### src/rtl/counter_ctrl_pkg.sv
// Shared types for the down-counter controller.
// State codes are fixed because they are exported on the debug port.
package counter_ctrl_pkg;

  localparam int CNT_WIDTH = 3;

  typedef enum logic [1:0] {
    IDLE = 2'd0,
    RUN  = 2'd1,
    HOLD = 2'd2,
    DONE = 2'd3
  } state_t;

endpackage

### src/rtl/sync_down_counter.sv
// Synchronous down counter with load and count enable.
// Load wins over enable; the count saturates at zero.
module sync_down_counter #(
  parameter int WIDTH = 3
) (
  input  logic             clk,
  input  logic             reset,
  input  logic             load,
  input  logic             en,
  input  logic [WIDTH-1:0] d,
  output logic [WIDTH-1:0] q,
  output logic             zero
);

  always_ff @(posedge clk) begin
    if (reset) begin
      q <= '0;
    end else if (load) begin
      q <= d;
    end else if (en && (q != '0)) begin
      q <= q - 1'b1;
    end
  end

  assign zero = (q == '0);

endmodule

### src/rtl/down_counter_ctrl.sv
// Sequencer for a down counter: one-shot or auto-reload,
// with pause, abort, terminal-count and completion pulses.
module down_counter_ctrl
  import counter_ctrl_pkg::*;
#(
  parameter int WIDTH = CNT_WIDTH
) (
  input  logic             clk,
  input  logic             reset,
  input  logic             start,
  input  logic             stop,
  input  logic             pause,
  input  logic             auto_reload,
  input  logic [WIDTH-1:0] load_val,
  output logic [WIDTH-1:0] q,
  output logic             busy,
  output logic             tc,
  output logic             done,
  output logic [1:0]       state
);

  state_t           st;
  state_t           nxt;
  logic [WIDTH-1:0] reload_reg;
  logic             mode;

  logic             cnt_load;
  logic             cnt_en;
  logic [WIDTH-1:0] cnt_d;
  logic             zero;

  logic             capture;
  logic             tc_n;
  logic             done_n;
  logic             busy_n;

  sync_down_counter #(
    .WIDTH(WIDTH)
  ) u_cnt (
    .clk  (clk),
    .reset(reset),
    .load (cnt_load),
    .en   (cnt_en),
    .d    (cnt_d),
    .q    (q),
    .zero (zero)
  );

  always_comb begin
    nxt      = st;
    cnt_load = 1'b0;
    cnt_en   = 1'b0;
    cnt_d    = '0;
    capture  = 1'b0;
    tc_n     = 1'b0;
    done_n   = 1'b0;
    unique case (st)
      IDLE: begin
        if (start && !stop) begin
          capture  = 1'b1;
          cnt_load = 1'b1;
          cnt_d    = load_val;
          nxt      = RUN;
        end
      end
      RUN: begin
        if (stop) begin
          // abort clears the count via a zero load
          cnt_load = 1'b1;
          cnt_d    = '0;
          nxt      = IDLE;
        end else if (pause) begin
          nxt = HOLD;
        end else if (!zero) begin
          cnt_en = 1'b1;
        end else begin
          tc_n = 1'b1;
          if (mode) begin
            cnt_load = 1'b1;
            cnt_d    = reload_reg;
          end else begin
            done_n = 1'b1;
            nxt    = DONE;
          end
        end
      end
      HOLD: begin
        if (stop) begin
          cnt_load = 1'b1;
          cnt_d    = '0;
          nxt      = IDLE;
        end else if (!pause) begin
          nxt = RUN;
        end
      end
      DONE: begin
        nxt = IDLE;
      end
    endcase
  end

  assign busy_n = (nxt == RUN) || (nxt == HOLD);

  always_ff @(posedge clk) begin
    if (reset) begin
      st         <= IDLE;
      reload_reg <= '0;
      mode       <= 1'b0;
      busy       <= 1'b0;
      tc         <= 1'b0;
      done       <= 1'b0;
    end else begin
      st   <= nxt;
      busy <= busy_n;
      tc   <= tc_n;
      done <= done_n;
      if (capture) begin
        reload_reg <= load_val;
        mode       <= auto_reload;
      end
    end
  end

  assign state = st;

endmodule

### config.mk
export PLATFORM = sky130hd
export DESIGN_NAME = down_counter_ctrl
export DESIGN_NICKNAME = d
export VERILOG_FILES = /design/src/rtl/counter_ctrl_pkg.sv /design/src/rtl/sync_down_counter.sv /design/src/rtl/down_counter_ctrl.sv
export SDC_FILE = /design/constraint.sdc
export NUM_CORES = 1
export LEC_CHECK = 0
export BUFFER_PORTS_ARGS = -buffer_cell sky130_fd_sc_hd__buf_2
export CORE_AREA = 4 4 41 43
export CTS_CLUSTER_DIAMETER = 40
export CTS_CLUSTER_SIZE = 20
export DETAILED_ROUTE_END_ITERATION = 16
export DIE_AREA = 0 0 45 47
export PLACE_DENSITY = 0.75
export SYNTH_ARGS = -nofsm -noshare
export SYNTH_HDL_FRONTEND = slang
export SYNTH_HIERARCHICAL = 1
export SYNTH_SLANG_ARGS = --single-unit
### constraint.sdc
create_clock -name clk -period 5.45 [get_ports clk]
set_input_delay 0.545 -clock clk [delete_from_list [all_inputs] [get_ports clk]]
set_output_delay 0.545 -clock clk [all_outputs]
set_load 0.02 [all_outputs]
==> results.md, run 1 <==
- Synthesis produced a netlist with a net count of approximately 80.
- The setup TNS is 0 ps.
- For this design, the slowest cell found on the critical path is sky130_fd_sc_hd__or3_1.
- The largest fanout on the critical path is 8.
- The synthesized-area fraction occupied by ao, oa, aoi and oai cells is approximately 16%.
- The congestion estimate from routability-driven global placement came to between 0.6 and 0.7.
- For hold timing, the worst endpoint is mode$_SDFFE_PP0P_.
- The CTS tree is built.
- The flop-to-flop setup slack is ~3400 ps.
- The number of cells traversed by the worst register-to-register path is 8.
- After synthesis, the largest family of logic cells by area is simple AND/OR/NAND/NOR gates.
- The worst setup path is of the reg -> reg kind.
- The master cell of the clock root buffer is sky130_fd_sc_hd__clkbuf_4.
- The wire length of the first global-routing pass is between 1.5 and 2 mm.
- The effective utilization at floorplan is roughly 51%.
- In the final design database the tool counted 98 nets.
- The number of endpoints failing setup at the final stage is 0.
- The number of global-route vias before repair is roughly 430.
- The minimum setup slack after placement is about 3400 ps.
- The dominant cell type by area after synthesis is sky130_fd_sc_hd__dfxtp_1.
- The maximum number of pins on one net before global-route repair is 14.
- The run finished with clean final reports.
- The total number of vias is 526.
- The maximum vdd ir drop is roughly 150 uV.
- The worst path uses a little under two fifths of the clock period.
- Counting instances, the worst hold path has a depth of 3.
- Clock tree synthesis found a total of 12 sinks.
- The count of routing violations after the opening detailed-route iteration is 8.
- The synthesized netlist contains 31 unique library cells.
- Global routing consumed, over all layers together, between 10% and 20% of the routing resources.
- In the routed design, unresolved DRC markers number 0.
- From synthesis to final layout, the design area changed by 15.5%.
- The path class of the tightest hold or removal check is in -> reg.
- Once detailed placement completed, the half-perimeter wirelength came to a little under 900 um.
- The cell count after placement is 97.
- The final hold slack is between 500 and 600 ps.
- For the worst setup path, the data arrival time is around 2200 ps.
- The worst path needs 2010 ps of the cycle, external delays included.
- The share of synthesized area spent on multiplexers is under 10%.
- The worst hold path begins at auto_reload.
- The async set or reset register ratio after synthesis is 0%.
- After clock tree synthesis, the clock-pin slew on the worst setup and hold paths is around 80 ps.
- The worst register-to-register path begins at u_cnt/q[0]$_SDFFE_PP0P_.
- The number of hold-slack violations in the final timing report is 0.
- The number of buffers inserted by hold repair at cts is 0.
- Dividing total power by cell area gives a power density of roughly 260 mW/mm^2.
- 0 antenna diodes ended up in the layout.
- The number of maximum-capacitance constraint violations is 0.
- The highest cell delay on the worst timing path is slightly above 400 ps.
- Based on the critical path, the design can be clocked at up to 0.498 GHz.
- Between clock sinks in the finished design, the worst skew comes to around 2.7 ps.
- Setup repair after global routing left no endpoint under its margin.
- Each instance of the synthesized netlist takes up on average 9.54 um^2.
- Once detail routing completed, the nets flagged for antenna violations numbered 0.
- The portion of the post-synthesis area used by sequential elements is about 36%.
- The number of top-level pins is 17.
- The proportion of layout cells with a drive suffix above 1 is 31.4%.
- The capturing point of the worst reg2reg path is u_cnt/q[2]$_SDFFE_PP0P_.
- STA classifies the critical path startpoint as a flop.
- The total number of yosys warnings is 6.
- At the worst endpoint, the required time is around 5700 ps.
- The transition at the pin with the smallest max-transition slack is ~500 ps.
- The number of antenna violations at the first check in global routing is 0.
- The TritonCTS buffer count is 3.
- The row count is 13.
- In the layout the commonest cells are 16 x sky130_fd_sc_hd__buf_2, 12 x sky130_fd_sc_hd__dfxtp_1, 5 x sky130_fd_sc_hd__nand2_1, 5 x sky130_fd_sc_hd__nor2_1, 5 x sky130_fd_sc_hd__inv_1.
- The number of pins exceeding their max-slew limit in the final report is 0.
- The vertical die dimension is around 47 um.
- The synthesized netlist occupies a cell area of approximately 670 um^2.
- The number of enable flip-flop cells after synthesis is 0.
- Summed over all layers, the routed wires come to 1.19 mm.
- Summing the areas of all and, or, nand and nor instances in the mapped netlist gives between 20 and 30% of the synthesized area.
- The relative slew slack is between 60 and 70%.
- The die footprint is ~0.0021 mm^2.
- The leakage power of the design is roughly 0.32 nW.
- After detailed routing, the average wire length per cell comes to about 12 um.
- The floorplan step set the die width to 45 um.
- The longest clock path from root to sink contains 2 buffers.
- The top flip-flop cell by instance count after synthesis is sky130_fd_sc_hd__dfxtp_1.
- The critical path goes through inv_1 -> ha_1 -> ha_1 -> and3b_1 -> o22ai_1 -> o22ai_1 -> or3_1 -> a31oi_1.
- The first detailed-routing pass took 4 iterations.
- Cells fill between 50% and 60% of the core in the end.
- The synthesized netlist devotes roughly 2.6% of its cell area to XOR and XNOR gates.
- The non-filler instance count after layout is just over 100.
- In this run the tool buffered the top-level ports with 16 buffer cells.
- The clock reaches the later pin of the worst-skew pair after 270 ps.
- The worst-case setup margin in the final layout is 3440 ps.
- The fraction of synthesized cell area taken by the top area cell type is between 30% and 40%.
- The floorplan step defined a core boundary enclosing about 0.0013 mm^2.
- The post-synthesis instance total is 70.
- The H-tree depth is 1.
- The total overflow left after global routing is 0.
- After Yosys synthesis, full adders, half adders and majority gates account for between 3 and 4% of the synthesized area.
- The post-cts sizing count is 0.
- The synthesis-stage register bit count is 12.
- The number of post-CTS setup repair buffers is 0.
- Dividing the detail-routed via count by the number of cells gives between 5 and 6.
- The type of element capturing the critical path is a flop.
- By area the synthesized netlist is led by sky130_fd_sc_hd__dfxtp_1 36%, sky130_fd_sc_hd__mux2i_1 6.0%, sky130_fd_sc_hd__a22o_2 4.5%.
- Leaving out fill and tap cells, the most frequent cell in the layout is sky130_fd_sc_hd__buf_2.
==> stage by stage <==
stage / instance area [um^2] / total power [W]
after floorplan: 668 / 0.000125
after global placement: 736 / 0.000132
after detailed placement: 736 / 0.000134
after CTS: 772 / 0.000206
after global routing: 772 / 0.000215
final: 772 / 0.000203
==> Yosys cell counts (all sizes together), types with 2 or more instances <==
cell type	instances
a31oi	2
ha	2
o21bai	2
nand2	5
buf	3
nor2	6
nor3b	2
or2b	2
o22ai	3
inv	5
nand3b	2
a22o	3
xnor2	2
or3	2
mux2i	4
dfxtp	12
nand2b	2
==> power breakdown <==
group	switching [W]	leakage (nW)	internal (W)
clock	0.0000309	0.0210	0.0000406
sequential	0.00000396	0.0977	0.0000916
combinational	0.0000189	0.203	0.0000169
total	0.0000538	0.322	0.000149
==> worst max path at each step <==
stage                       startpoint                       to  depth (start not counted)
6_report       u_cnt/q[0]$_SDFFE_PP0P_  u_cnt/q[2]$_SDFFE_PP0P_                          8
5_1_grt        u_cnt/q[0]$_SDFFE_PP0P_  u_cnt/q[2]$_SDFFE_PP0P_                          8
4_1_cts        u_cnt/q[0]$_SDFFE_PP0P_  u_cnt/q[2]$_SDFFE_PP0P_                          8
3_5_place_dp                      stop  u_cnt/q[2]$_SDFFE_PP0P_                          6
3_3_place_gp                      stop  u_cnt/q[1]$_SDFFE_PP0P_                          6
2_1_floorplan                     stop  u_cnt/q[1]$_SDFFE_PP0P_                          6
==> per-layer routing <==
layer / up-vias / part of all wire [%] / track usage (%)
li1: 280 / - / -
met1: 225 / 46 / 17.4
met2: 21 / 46 / 16.9
met3: 0 / 7.8 / 3.45
met4: 0 / 0 / 7.02
met5: - / 0 / 0
==> cell type report <==
cell class | count | area (um^2)
flip-flops and latches | 12 | 240
repair buffers | 16 | 80.1
fillers | 118 | 529
clock buffers | 4 | 36.3
multi-input cells | 49 | 378
inverters | 5 | 18.8
well taps | 15 | 18.8
==> logic make-up after synthesis <==
logic type | count (synthesis)
XOR/XNOR | 2
buffers and inverters | 9
adder cells (fa/ha/maj) | 2
flip-flops | 12
multiplexers | 4
AND/OR/NAND/NOR | 27
AO/OA/AOI/OAI | 14
==> critical path, delay by kind of cell (launching register included) <==
family                     cells  cell delay [ps]
adders and majority gates      2              440
AOI/OAI and AO/OA              3              480
buffers and inverters          1               60
DFF                            1              360
and+or+nand+nor                2              600
No activity file was read; power rests on OpenSTA's default activity.
==> run 2: changes to the inputs <==
--- a/config.mk
+++ b/config.mk
@@ -5,13 +5,14 @@
 export SDC_FILE = /design/constraint.sdc
 export NUM_CORES = 1
 export LEC_CHECK = 0
+export ABC_AREA = 1
 export BUFFER_PORTS_ARGS = -buffer_cell sky130_fd_sc_hd__buf_2
-export CORE_AREA = 4 4 41 43
+export CORE_AREA = 4 4 44 46
 export CTS_CLUSTER_DIAMETER = 40
 export CTS_CLUSTER_SIZE = 20
 export DETAILED_ROUTE_END_ITERATION = 16
-export DIE_AREA = 0 0 45 47
-export PLACE_DENSITY = 0.75
+export DIE_AREA = 0 0 48 50
+export PLACE_DENSITY = 0.68
 export SYNTH_ARGS = -nofsm -noshare
 export SYNTH_HDL_FRONTEND = slang
 export SYNTH_HIERARCHICAL = 1
==> constraint.sdc (replaced) <==
create_clock -name clk -period 1.7 [get_ports clk]
set_input_delay 0.17 -clock clk [delete_from_list [all_inputs] [get_ports clk]]
set_output_delay 0.17 -clock clk [all_outputs]
set_load 0.02 [all_outputs]
==> run 2 against run 1 <==
Against the previous run:
- cell count grew 40%
- routed wire length grew 28%
- setup slack lost 3400 ps
- register-to-register slack lost 3400 ps
- highest routed layer is now met4
- synthesized cell count grew 46%
- via count grew 29%
- area after synthesis shrank 0.37%
- largest cell class unchanged
- clock power grew to 2.6 times the previous value
==> results.md, run 2 <==
- The H-tree depth is 1.
- Together, buffers and inverters on the worst path number 3.
- The detailed router finished its first iteration with 14 violations.
- For this run, the leading register cell type out of synthesis is sky130_fd_sc_hd__dfxtp_1.
- The most common cell in the synthesized netlist is sky130_fd_sc_hd__nand2_1.
- Summing all placed instances gives a cell area of around 800 um^2.
- The smallest clock period supported by the final layout is computed as between 1500 and 2000 ps.
- The clock passes through at most 2 buffers.
- The area inside the core boundary is 0.00151 mm^2.
- The worst setup path is of the reg -> reg kind.
- The number of global-route vias before repair came to between 600 and 700.
- The clock sink count is 12.
- Data on the critical path arrives at its endpoint at ~1900 ps.
- The library cells used most frequently in the layout, excluding fill and tap cells, are 25 x sky130_fd_sc_hd__nand2_1, 16 x sky130_fd_sc_hd__buf_2, 12 x sky130_fd_sc_hd__inv_1.
- The number of top-level pins is 17.
- The fraction of synthesized cell area taken by the top area cell type is between 30% and 40%.
- The highest cell delay on the worst timing path is about 360 ps.
- The dominant cell type by area after synthesis is sky130_fd_sc_hd__dfxtp_1.
- On the final layout, the worst clock skew is 4.10 ps.
- The width of the die is roughly 48 um.
- Counting flops and latches in the post-synthesis netlist gives 12.
- The met1 usage in global routing is between 15 and 20%.
- STA classifies the critical path endpoint as a flop.
- The number of antenna violations at the first check in global routing is 0.
- The number of pins exceeding their max-slew limit in the final report is 0.
- The final core utilization is around three fifths.
- The power per unit of standard cell area is 784 mW/mm^2.
- The net count after synthesis is ~110.
- In this run, post-CTS hold repair placed 0 buffers.
- In the global route stage, met2 resource usage came out at between 10% and 20%.
- The routed wire length is roughly 1.5 mm.
- Setup violations remaining at the end of the flow were counted as 0.
- The transition at the pin with the smallest max-transition slack is roughly 290 ps.
- Once the clock tree was built, the setup fixing pass inserted 0 buffers.
- In this run the tool buffered the top-level ports with 16 buffer cells.
- The timing-limited maximum frequency is around 0.60 GHz.
- At the later pin of the worst-skew pair, clock insertion delay measures around 280 ps.
- The number of distinct library cells after synthesis is 17.
- The TritonCTS buffer count is 3.
- The worst-case IR drop observed on VDD is around 440 uV.
- The leading cell type in the layout, fill and taps excluded is sky130_fd_sc_hd__nand2_1.
- The master cell of the clock root buffer is sky130_fd_sc_hd__clkbuf_4.
- In this run the core area contains 14 standard-cell rows.
- The relative slew slack is roughly four fifths.
- The first global-routing pass estimated around 2.4 mm of wire.
- Dividing the detail-routed wire length by the instance count gives around 11 um.
- The cell area that synthesis handed to floorplanning was 666 um^2.
- The leakage power of the design is about 0.45 nW.
- The commonest cells after synthesis are 26 x sky130_fd_sc_hd__nand2_1, 15 x sky130_fd_sc_hd__inv_1, 12 x sky130_fd_sc_hd__dfxtp_1.
- The die covers approximately 0.0024 mm^2.
- The number of antenna diodes in the final layout is 0.
- Setup repair after global routing could not meet its margin everywhere.
- The average instance in the mapped netlist occupies between 6 and 7 um^2.
- The cell type group with the largest total delay on the critical path is simple AND/OR/NAND/NOR gates.
- The flow ran to the end, and the final reports show no timing, DRC or antenna violations.
- For this run, design rule violations remaining after detail routing come to 0.
- The cell with the largest stage delay on the worst path is sky130_fd_sc_hd__dfxtp_4.
- The kind of path behind the tightest hold check is in -> reg.
- Sequential cells were found to cover a little over a third of the synthesized design area.
- The vertical die dimension is 50 um.
- The number of nets at the end of the flow is 137.
- Of the cells placed in the final design, the portion with a size suffix greater than 1 is between 30% and 40%.
- The post-route antenna net violation count is 0.
- The number of hold-slack violations in the final timing report is 0.
- The async set or reset register ratio after synthesis is 0%.
- The post-synthesis instance total is approximately 100.
- TritonCTS built the clock tree.
- The effective utilization at floorplan is between 40 and 50%.
- After global routing the overflow that remains totals 0.
- Global routing used between 10% and 20% of the available tracks.
- Entering global routing, the biggest net connects 9 pins.
- Along the worst path, the maximum fanout reaches 4.
- For this run, global-route usage on met3 was measured as approximately 4.7%.
- In the finished design, the share of the clock period the worst path needs comes to a little over nine tenths.
- Once layout is done, the placed cells without fillers occupy 883 um^2.
- The area overhead of the layout relative to synthesis is 32.7%.
- The number of enable flip-flop cells after synthesis is 0.
- In this run the most used layer during global routing was met1.
- The kind of launch point of the worst setup path is a flop.
- In this run the register-to-register setup slack is 20 ps.
- The pre-antenna-repair detailed-routing pass consisted of 4 iterations.
- After clock tree synthesis, the clock-pin slew on the worst setup and hold paths is about 80 ps.
- The post-detailed-placement half-perimeter wirelength is about 1.1 mm.
- Using the TritonRoute via totals, the vias-per-cell ratio works out to approximately 4.8.
- The total number of yosys warnings is 6.
- The placer congestion estimate is about 0.76.
- By area the synthesized netlist is led by sky130_fd_sc_hd__dfxtp_1 36%, sky130_fd_sc_hd__nand2_1 15%, sky130_fd_sc_hd__inv_1 8.5%.
- The total number of vias is roughly 680.
- The signal on the critical path passes through inv_2 -> ha_4 -> ha_4 -> inv_2 -> nor3_4 -> buf_6 -> nand3_1 -> o21ai_0 -> nand2_1 -> o21ai_0 -> nor2_1 -> nor2_1.
- The number of maximum-capacitance constraint violations is 0.
- The worst endpoint required time is about 1900 ps.
run 2: cell types whose count changed after synthesis, sizes merged, moves of 4 or more:
cell	before	now
a21oi	1	5
inv	5	20
mux2i	4	0
nand2	5	27
nand3	0	11
nor2	6	14
o21ai	0	7
run 2: layout make-up:
class                   count  area [um^2]
clock buffers               3         22.5
well taps                  16         20.0
inverters                  20         77.6
fillers                   148          623
multi-input cells          70          405
clock inverters             1         3.75
flip-flops and latches     12          248
repair buffers             19          106
run 2: worst reg2reg max path, cell delays in order, from the launching register on:
cell and delay (ps):
sky130_fd_sc_hd__dfxtp_4 360, sky130_fd_sc_hd__inv_2 60, sky130_fd_sc_hd__ha_4 130, sky130_fd_sc_hd__ha_4 130, sky130_fd_sc_hd__inv_2 40, sky130_fd_sc_hd__nor3_4 220
sky130_fd_sc_hd__buf_6 140, sky130_fd_sc_hd__nand3_1 60, sky130_fd_sc_hd__o21ai_0 160, sky130_fd_sc_hd__nand2_1 70, sky130_fd_sc_hd__o21ai_0 90, sky130_fd_sc_hd__nor2_1 70
sky130_fd_sc_hd__nor2_1 80
run 2: power by group:
part,internal (W),switching [W],total (W)
Sequential,0.000298,0.0000115,0.000309
Clock,0.0000851,0.000101,0.000186
Combinational,0.0000815,0.000116,0.000198
run 2: cells by family (layout without fill, tap and decap cells):
family	after synthesis	count (layout)	share of synthesized area, %
flops	12	12	36.1
fa+ha+maj	2	2	3.76
simple gates	56	56	39.9
buf+inv	20	43	11.3
compound gates	12	12	9.02
run 2: stage by stage:
step / cells / worst slack (ps) / total power (W) / hold WS [ps] / setup TNS, ps
2_1_floorplan: 102 / 4.56 / 0.000422 / 239 / 0
3_3_place_gp: 137 / 39.0 / 0.000478 / 428 / 0
3_5_place_dp: 137 / -1.69 / 0.000481 / 433 / -2.80
4_1_cts: 141 / 14.3 / 0.000673 / 148 / 0
5_1_grt: 141 / -147 / 0.000753 / 147 / -363
6_report: 141 / 22.9 / 0.000693 / 158 / 0
run 2: routing by layer:
metal  wire [um]  vias to the layer above
li1            -                      366
met2         718                       12
met1         694                      297
met5           0                        -
met3          75                        4
met4          23                        0
run 2: final timing paths:
kind,start,endpoint,cells after the start
worst min register to register,mode$_SDFFE_PP0P_,done$_SDFF_PP0_,1
worst min-delay path,load_val[1],reload_reg[1]$_SDFFE_PP0P_,3
worst max register to register,u_cnt/q[0]$_SDFFE_PP0P_,u_cnt/q[1]$_SDFFE_PP0P_,12
worst max-delay path,u_cnt/q[0]$_SDFFE_PP0P_,u_cnt/q[1]$_SDFFE_PP0P_,12
run 2: timing repair:
item,CTS,global route
resized for setup,1,16
pin swaps,1,8
cloned,0,0
endpoints found under the setup margin,3,3
==> run 3: changes to the inputs <==
--- a/config.mk
+++ b/config.mk
@@ -7,11 +7,11 @@
 export LEC_CHECK = 0
 export ABC_AREA = 1
 export BUFFER_PORTS_ARGS = -buffer_cell sky130_fd_sc_hd__buf_2
-export CORE_AREA = 4 4 44 46
+export CORE_AREA = 2 2 42 44
 export CTS_CLUSTER_DIAMETER = 40
 export CTS_CLUSTER_SIZE = 20
 export DETAILED_ROUTE_END_ITERATION = 16
-export DIE_AREA = 0 0 48 50
+export DIE_AREA = 0 0 44 46
 export PLACE_DENSITY = 0.68
 export SYNTH_ARGS = -nofsm -noshare
 export SYNTH_HDL_FRONTEND = slang
==> run 3 against run 2 <==
Against the previous run:
- fmax is 0.16% lower
- via count is 0.29% lower
- routed wire length is 4.4% lower
- hold slack better by 6.0 ps
- clock-buffer cell count is 1 higher
- sequential share of layout area is 0.55 points lower
- critical path type unchanged
- largest cell class unchanged
==> results.md, run 3 (synthesis gave the netlist of run 2 again) <==
- Dividing the final minimum period by the clock period gives between 90% and 100%.
- The number of antenna violations at the first check in global routing is 0.
- The met3 routing resource usage after global routing is under 10%.
- The effective utilization at floorplan is 41.2%.
- In this run, CTS created clock tree buffers numbering 3.
- The area inside the core boundary is 0.00161 mm^2.
- The later pin in the worst-skew pair is clocked with a latency of between 200 and 300 ps.
- The maximum number of pins on one net before global-route repair is 9.
- Static timing analysis puts the maximum clock frequency at 0.595 GHz.
- The detail-routed via count per cell is around 4.7.
- The buffer depth of the longest clock path is 2.
- The worst endpoint required time is 1920 ps.
- For this design, the slowest cell found on the critical path is sky130_fd_sc_hd__dfxtp_4.
- The tool flagged a number of max-cap violations equal to 0.
- The busiest metal layer after global routing is met2.
- The buffer and inverter count on the worst path is 4.
- Of all nets on the critical path, the largest fanout is 4.
- The placer congestion estimate is 0.851.
- After detailed routing, the number of remaining DRC violations is 0.
- The cell that appears most often on the critical path is sky130_fd_sc_hd__nand2_1.
- The critical path is of the reg -> reg type.
- The worst setup path is launched from a flop.
- After routing the design area is 901 um^2.
- The master cell of the clock root buffer is sky130_fd_sc_hd__clkbuf_4.
- The met2 usage is 20.9%.
- The highest cell delay on the worst timing path is approximately 360 ps.
- The kind of cell with the highest combined delay along the critical path is simple AND/OR/NAND/NOR gates.
- The floorplan step defined a die boundary enclosing around 0.002 mm^2.
- The met1 usage in global routing is 17.0%.
- The endpoint arrival time on the critical path is around 1900 ps.
- The finished layout holds 143 standard cells, fillers aside.
- The CTS tree is built.
- In this run the core area contains 15 standard-cell rows.
- The overall power of the completed layout is between 0.0007 and 0.0008 W.
- The HPWL after detailed placement is around 1.0 mm.
- In this run the static leakage power is between 0.4 and 0.5 nW.
- The number of hold-slack violations in the final timing report is 0.
- CTS saw 12 sinks.
- The width of the die is around 44 um.
- IR analysis of the VDD net gives a maximum drop of between 400 and 500 uV.
- Counting I/O delays and the setup requirement, the final critical path takes ~1700 ps.
- The CTS clock-pin slew for the worst setup and hold paths is 80 ps.
- The number of global-route vias before repair is around 560.
- The tightest min-delay check is of the in -> reg type.
- The run finished with clean final reports.
- Global routing used between 10% and 20% of the available tracks.
- The relative slew slack is 81.4%.
- Dividing total power by cell area gives a power density of 827 mW/mm^2.
- The number of buffers inserted by hold repair at cts is 0.
- Including well taps, the total number of placed cells is about 140.
- The number of pins exceeding their max-slew limit in the final report came to 0.
- The detailed-route wire length per cell is 10.1 um.
- STA classifies the critical path endpoint as a flop.
- The first global-routing pass estimated about 2.1 mm of wire.
- The routed design has approximately 1.4 mm of wire.
- In this run the vertical extent of the chip is between 40 and 50 um.
- The critical path goes through inv_2 -> ha_4 -> ha_4 -> inv_4 -> nor3_4 -> buf_6 -> nand3_2 -> o21ai_2 -> inv_1 -> nand2_1 -> nand2_1 -> nand2_1 -> nand2_1 -> nor2_2.
- In this run the number of H-tree levels came out at 1.
- The setup skew after layout is 0.546 ps.
- The library cell used most frequently in the layout, excluding fill and tap cells, is sky130_fd_sc_hd__nand2_1.
- For the final routed database, the setup TNS stands at 0 ps.
- Setup repair after global routing could not meet its margin everywhere.
- The repair_antennas step left the layout with diodes totalling 0.
- The count of nets left with antenna violations once routing finished came out at 0.
- The final layout contains ~140 nets.
- The area overhead of the layout relative to synthesis is 35.3%.
- Global routing finished with a remaining overflow of 0.
- The proportion of layout cells with a drive suffix above 1 is between 30% and 40%.
- The first-pass iteration count of the detailed router is 3.
- The library cells used most frequently in the layout, excluding fill and tap cells, are 25 x sky130_fd_sc_hd__nand2_1, 16 x sky130_fd_sc_hd__buf_2, 11 x sky130_fd_sc_hd__inv_1, 11 x sky130_fd_sc_hd__nor2_1, 10 x sky130_fd_sc_hd__dfxtp_1.
- The total number of vias is roughly 680.
- The number of top-level pins is 17.
- In this run the cell area measured after placement is ~800 um^2.
- The count of routing violations after the opening detailed-route iteration is 2.
- For the pin with the worst max-slew slack, the measured transition is ~280 ps.
- Setup violations remaining at the end of the flow were counted as 0.
- In this run the tool buffered the top-level ports with 16 buffer cells.
- The final hold slack is between 150 and 200 ps.
==> run 3: metrics by stage <==
step	util [%]	worst slack (ps)
floorplan	-	4.56
CTS	51.6	1.30
finish	55.8	20.1
detailed placement	49.4	0.0321
global route	55.8	-131
global placement	49.4	44.7
==> run 3: what timing repair did <==
item                       in CTS  in global routing
gates resized for setup         1                 17
buffers inserted                0                  1
pin swaps                       2                  8
setup endpoints to repair       3                  3
==> run 3: area by class of cell <==
cell class | instances | area (um^2)
Tap cell | 17 | 21.3
Fill cell | 160 | 713
Inverter | 20 | 80.1
Clock buffer | 4 | 36.3
Sequential cell | 12 | 248
Timing Repair Buffer | 20 | 114
Multi-Input combinational cell | 70 | 402
==> run 3: worst paths after layout <==
kind / from / end / slack (ps) / depth (start not counted)
worst max-delay path: u_cnt/q[0]$_SDFFE_PP0P_ / u_cnt/q[0]$_SDFFE_PP0P_ / 20 / 14
worst min-delay path: reset / reload_reg[1]$_SDFFE_PP0P_ / 160 / 2
worst max register to register: u_cnt/q[0]$_SDFFE_PP0P_ / u_cnt/q[0]$_SDFFE_PP0P_ / 20 / 14
worst min register to register: mode$_SDFFE_PP0P_ / done$_SDFF_PP0_ / 430 / 1
==> run 3: layer usage <==
layer	share of wire [%]	vias to the layer above
met1	48	288
met2	46	17
li1	-	370
met3	4.9	2
met4	0.90	0
met5	0	-
==> run 3: where the power goes <==
part / switching, W / internal (W) / leakage (nW) / total (W)
Combinational: 0.000117 / 0.0000849 / 0.341 / 0.000202
Sequential: 0.0000119 / 0.000298 / 0.0995 / 0.000310
Clock: 0.000104 / 0.000130 / 0.0210 / 0.000234
